### src/rtl/serial_subtractor.sv
// Bit-serial unsigned subtractor: computes (a - b) mod 2^WIDTH one bit per
// clock, LSB first, through a single full-subtractor slice with a registered
// borrow. The operation is started with start/busy/done, and the result stays
// held until the next operation completes.
//
// Ports:
//   clk    rising-edge clock
//   rst_n  asynchronous active-low reset
//   start  request; sampled only in IDLE
//   a      minuend, captured on the accepting edge
//   b      subtrahend, captured on the accepting edge
//   busy   high while the operation is running
//   done   one-cycle pulse; diff/bout/zero were just updated
//   diff   result (a - b) mod 2^WIDTH
//   bout   final borrow; 1 when a < b
//   zero   1 when diff == 0
module serial_subtractor #(
    parameter int unsigned WIDTH = 8
) (
    input  logic             clk,
    input  logic             rst_n,
    input  logic             start,
    input  logic [WIDTH-1:0] a,
    input  logic [WIDTH-1:0] b,
    output logic             busy,
    output logic             done,
    output logic [WIDTH-1:0] diff,
    output logic             bout,
    output logic             zero
);

    localparam int unsigned CNT_W = (WIDTH > 1) ? $clog2(WIDTH) : 1;
    localparam logic [CNT_W-1:0] LAST_CNT = CNT_W'(WIDTH - 1);

    typedef enum logic [1:0] {
        ST_IDLE = 2'd0,
        ST_RUN  = 2'd1,
        ST_DONE = 2'd2
    } state_e;

    state_e           state_q, state_d;
    logic [WIDTH-1:0] sa_q, sa_d;
    logic [WIDTH-1:0] sb_q, sb_d;
    logic [WIDTH-1:0] sd_q, sd_d;
    logic             br_q, br_d;
    logic [CNT_W-1:0] cnt_q, cnt_d;
    logic [WIDTH-1:0] diff_q, diff_d;
    logic             bout_q, bout_d;
    logic             zero_q, zero_d;
    logic             busy_q, busy_d;
    logic             done_q, done_d;

    // Full-subtractor slice on the current LSBs.
    logic             d_bit;
    logic             br_next;
    logic [WIDTH-1:0] sd_next;

    always_comb begin
        d_bit   = sa_q[0] ^ sb_q[0] ^ br_q;
        br_next = (~sa_q[0] & sb_q[0]) | (~(sa_q[0] ^ sb_q[0]) & br_q);
        // Difference bits enter at the MSB; after WIDTH shifts bit 0 is at LSB.
        sd_next = {d_bit, sd_q[WIDTH-1:1]};
    end

    // Next-state and registered-output logic.
    always_comb begin
        state_d = state_q;
        sa_d    = sa_q;
        sb_d    = sb_q;
        sd_d    = sd_q;
        br_d    = br_q;
        cnt_d   = cnt_q;
        diff_d  = diff_q;
        bout_d  = bout_q;
        zero_d  = zero_q;
        busy_d  = 1'b0;
        done_d  = 1'b0;

        unique case (state_q)
            ST_IDLE: begin
                if (start) begin
                    sa_d    = a;
                    sb_d    = b;
                    sd_d    = '0;
                    br_d    = 1'b0;
                    cnt_d   = '0;
                    busy_d  = 1'b1;
                    state_d = ST_RUN;
                end
            end

            ST_RUN: begin
                sa_d = sa_q >> 1;
                sb_d = sb_q >> 1;
                sd_d = sd_next;
                br_d = br_next;
                if (cnt_q == LAST_CNT) begin
                    // Last bit: publish the completed result, leave the counter
                    // at WIDTH-1 so it never wraps.
                    diff_d  = sd_next;
                    bout_d  = br_next;
                    zero_d  = (sd_next == '0);
                    done_d  = 1'b1;
                    state_d = ST_DONE;
                end else begin
                    cnt_d  = cnt_q + CNT_W'(1);
                    busy_d = 1'b1;
                end
            end

            ST_DONE: begin
                state_d = ST_IDLE;
            end

            default: begin
                state_d = ST_IDLE;
            end
        endcase
    end

    // State and datapath registers.
    always_ff @(posedge clk or negedge rst_n) begin
        if (!rst_n) begin
            state_q <= ST_IDLE;
            sa_q    <= '0;
            sb_q    <= '0;
            sd_q    <= '0;
            br_q    <= 1'b0;
            cnt_q   <= '0;
            diff_q  <= '0;
            bout_q  <= 1'b0;
            zero_q  <= 1'b0;
            busy_q  <= 1'b0;
            done_q  <= 1'b0;
        end else begin
            state_q <= state_d;
            sa_q    <= sa_d;
            sb_q    <= sb_d;
            sd_q    <= sd_d;
            br_q    <= br_d;
            cnt_q   <= cnt_d;
            diff_q  <= diff_d;
            bout_q  <= bout_d;
            zero_q  <= zero_d;
            busy_q  <= busy_d;
            done_q  <= done_d;
        end
    end

    assign busy = busy_q;
    assign done = done_q;
    assign diff = diff_q;
    assign bout = bout_q;
    assign zero = zero_q;

endmodule
### config.mk
export PLATFORM = sky130hd
export DESIGN_NAME = serial_subtractor
export DESIGN_NICKNAME = d
export VERILOG_FILES = /design/src/rtl/serial_subtractor.sv
export SDC_FILE = /design/constraint.sdc
export NUM_CORES = 1
export LEC_CHECK = 0
export BUFFER_PORTS_ARGS = -buffer_cell sky130_fd_sc_hd__buf_2
export CAP_MARGIN = 20
export CORE_ASPECT_RATIO = 0.8
export CORE_MARGIN = 2
export CORE_UTILIZATION = 49
export CTS_CLUSTER_DIAMETER = 30
export CTS_CLUSTER_SIZE = 28
export DETAILED_ROUTE_END_ITERATION = 16
export GPL_ROUTABILITY_DRIVEN = 0
export GPL_TIMING_DRIVEN = 0
export HOLD_SLACK_MARGIN = 0.03
export PLACE_DENSITY = 0.74
export SYNTH_ARGS = -nofsm -noshare
export SYNTH_HDL_FRONTEND = slang
export SYNTH_SLANG_ARGS = --single-unit
### constraint.sdc
create_clock -name clk -period 1.56 [get_ports clk]
set_input_delay 0.156 -clock clk [delete_from_list [all_inputs] [get_ports clk]]
set_output_delay 0.156 -clock clk [all_outputs]
set_load 0.01 [all_outputs]
==> flow_metrics.env <==
export IMPL_status="finished, final reports clean"
export IMPL_mappedNetlistNets=169
export IMPL_syn_area_per_cell_um2=11.6
export IMPL_ys_warn_count=0
export IMPL_fp_coreArea_um2=3380
export IMPL_synth_lib_cells_used_distinct=21
export IMPL_fill_cells=289
export IMPL_register_area_um2=1030
export IMPL_grt_max_degree=42
export IMPL_post_place_cells=219
export IMPL_wl_per_cell_um=15.6
export IMPL_max_clock_path_buffers=2
export IMPL_cts_root_buf="clkbuf_8"
export IMPL_setup_violations=0
export IMPL_worstSetupPathType="register to register"
export IMPL_hold_viol_final=0
export IMPL_fin_skew_ns=0.0106
export IMPL_ant_nets=0
export IMPL_initial_core_util_pct=50.5
export IMPL_insertion_delay_ns=0.30
export IMPL_peakVddDrop_uv=1440
export IMPL_clock_power_share_pct=23.3
export IMPL_cts_sinks=41
export IMPL_leakagePower_nw=1.02
export IMPL_critPathLaunchType="register"
export IMPL_multi_input_area_um2=638
export IMPL_max_freq_mhz=664
export IMPL_cts_tree="yes"
export IMPL_tightest_slew_ns=0.913
export IMPL_layout_cells_non_filler=229
export IMPL_gr_total_overflow=0
export IMPL_synth_compound_area_share_pct=17.4
export IMPL_synth_fa_ha_area_share_pct=2.64
export IMPL_synthTopCellsByArea="dfrtp_1, a22oi_1, mux2_2"
export IMPL_crit_required_ns=1.74
export IMPL_utilization_pct=61.9
export IMPL_diodes=0
export IMPL_syn_inst=147
export IMPL_grt_pass1_wl_um=6120
export IMPL_p_total_mw=4.34
export IMPL_dp_hpwl_um=2390
export IMPL_die_w_um=69.9
export IMPL_cp_max_fo=4
export IMPL_via_per_inst=5.50
export IMPL_syn_area_um2=1700
export IMPL_cts_inserted_buffers=5
export IMPL_grt_pass1_vias=1233
export IMPL_stdcell_area_um2=2090
export IMPL_synth_top_area_share_pct=60.2
export IMPL_drive_above_1_share_pct=32.6
export IMPL_period_share_pct=96.6
export IMPL_worstPathArrival_ns=1.69
export IMPL_vias=1259
export IMPL_ys_seq_elements=41
export IMPL_hold_ws_ns=0.148
export IMPL_synth_top_family_by_area="compound AO/OA/AOI/OAI gates"
export IMPL_swShare_pct=34.0
export IMPL_dieHeight_um=56.7
export IMPL_placed_area_um2=1910
export IMPL_layout_nets=208
export IMPL_p_comb_share_pct=34.9
export IMPL_synthSimpleGateAreaFrac_pct=8.66
export IMPL_seq_area_frac_synth_pct=60.2
export IMPL_synth_xor_area_share_pct=0
export IMPL_seq_power_share_pct=41.8
export IMPL_maxSlewViolCount=0
export IMPL_syn_to_final_growth_pct=22.7
export IMPL_wl_um=3580
export IMPL_end_kind="register"
export IMPL_p_int_mw=2.86
export IMPL_max_slew_margin_pct=39.1
export IMPL_cap_violations=0
export IMPL_track_usage_pct=20.7
export IMPL_io_buffers=30
export IMPL_synth_area_leader_cell="dfrtp_1"
export IMPL_io_pins=31
export IMPL_synth_area_mux_share_pct=7.12
export IMPL_die_area_um2=3970
export IMPL_h_tree_depth=2
export IMPL_min_path_type="primary input to register"
export IMPL_period_minus_slack_ns=1.51
export IMPL_antenna_found_initial=0
export IMPL_p_switching_mw=1.47
export IMPL_drt_initial_drc_count=86
export IMPL_row_count=19
export IMPL_drc_errors=0
export IMPL_drt_pass1_iterations=4
export IMPL_powerDensity_nw_per_um2=2070
export IMPL_clkTransAtPathRegs_ns=0.08
==> metrics by stage <==
stage,setup WS [ns],setup TNS [ns]
2_1_floorplan,0.0292,0
3_3_place_gp,-0.0537,-0.207
3_5_place_dp,-0.130,-0.542
6_report,0.0530,0
5_1_grt,-0.00516,-0.0119
4_1_cts,0.0233,0
==> timing repair <==
item,in CTS,in global routing
gates resized for setup,3,6
hold buffers,1,0
gates cloned,0,0
endpoints found under the setup margin,5,26
pin swaps,0,1
hold endpoints to repair,41,0
setup buffers,0,2
==> worst paths after layout <==
kind	depth (start not counted)	from	endpoint	slack [ns]
worst min-delay path	3	a[3]	sa_q[3]	0.15
min in group asynchronous	2	rst_n	diff[4]	0.51
worst max-delay path	4	cnt_q[0]	cnt_q[0]	0.05
max in group asynchronous	2	rst_n	diff[2]	0.45
worst min register to register	2	bout	bout	0.48
worst max register to register	4	cnt_q[0]	cnt_q[0]	0.05
==> synthesized netlist by cell type <==
library cell  count
dfrtp_1          41
nand2_1          22
o21ai_0          19
a22oi_1          14
mux2_2            9
a22o_1            7
inv_1             6
nor2b_1           5
clkbuf_1          4
a21oi_1           3
buf_2             3
buf_4             2
ha_1              2
mux2i_1           2
nor4_1            2
a21oi_2           1
fa_1              1
nand2b_1          1
nand3b_2          1
nor2_1            1
o21bai_2          1
==> power groups by stage <==
| stage | clock (mW) | sequential [mW] | combinational (mW) |
|---|---|---|---|
| after floorplan | 0 | 1.81 | 0.975 |
| after global placement | 0 | 1.78 | 1.39 |
| after detailed placement | 0 | 1.81 | 1.46 |
| after CTS | 1.02 | 1.80 | 1.49 |
| after global routing | 1.08 | 1.88 | 1.71 |
| final | 1.01 | 1.81 | 1.51 |
==> layout by cell type (no fill, tap or decap) <==
master,count
ha_2,1
o21ai_0,19
ha_1,1
nor4_2,1
o21bai_2,1
buf_4,4
nor2b_2,1
inv_1,6
nand3b_4,1
clkinv_2,1
dfrtp_1,41
buf_2,32
fa_1,1
a22o_1,7
nand2b_1,1
bufinv_16,2
nor2_1,1
nor4_1,1
clkbuf_8,5
nand2_1,22
nor2b_1,4
mux2_2,9
dlygate4sd3_1,1
mux2i_1,2
a21oi_1,3
a21oi_4,1
clkbuf_2,2
clkbuf_1,2
a22oi_1,14
==> final cells by class <==
cell class | instances | area share, %
well taps | 42 | 2.51
multi-input cells | 91 | 30.5
clock buffers | 5 | 3.29
repair buffers | 33 | 8.38
flip-flops and latches | 41 | 49.1
inverters | 6 | 1.08
plain buffers | 8 | 2.03
clock inverters | 3 | 3.11
==> per-layer routing <==
| layer | share of wire, % | global-route usage [%] | up-vias |
|---|---|---|---|
| li1 | - | - | 592 |
| met1 | 47 | 29.8 | 627 |
| met5 | 0 | 0 | - |
| met3 | 5.4 | 7.72 | 7 |
| met4 | 2.1 | 7.69 | 0 |
| met2 | 45 | 28.6 | 33 |
==> flip-flops by register name, summed over array words and instances, names as in the netlist <==
signal   cells
cnt_q        3
busy         1
sd_q         7
diff         8
sb_q         8
br_q         1
done         1
bout         1
state_q      2
sa_q         8
zero         1
==> worst max-delay path: stages, from the launching register on <==
cell,delay [ns]
dfrtp_1,0.40
ha_1,0.22
ha_2,0.23
a21oi_4,0.20
mux2_2,0.35
==> kinds of logic (layout without fill, tap and decap cells) <==
| group | count (synthesis) | count (layout) |
|---|---|---|
| buffers and inverters | 15 | 55 |
| AO/OA/AOI/OAI | 45 | 45 |
| multiplexers | 11 | 11 |
| adder cells (fa/ha/maj) | 3 | 3 |
| AND/OR/NAND/NOR | 32 | 32 |
| flip-flops | 41 | 41 |
No activity file was read; power rests on OpenSTA's default activity.
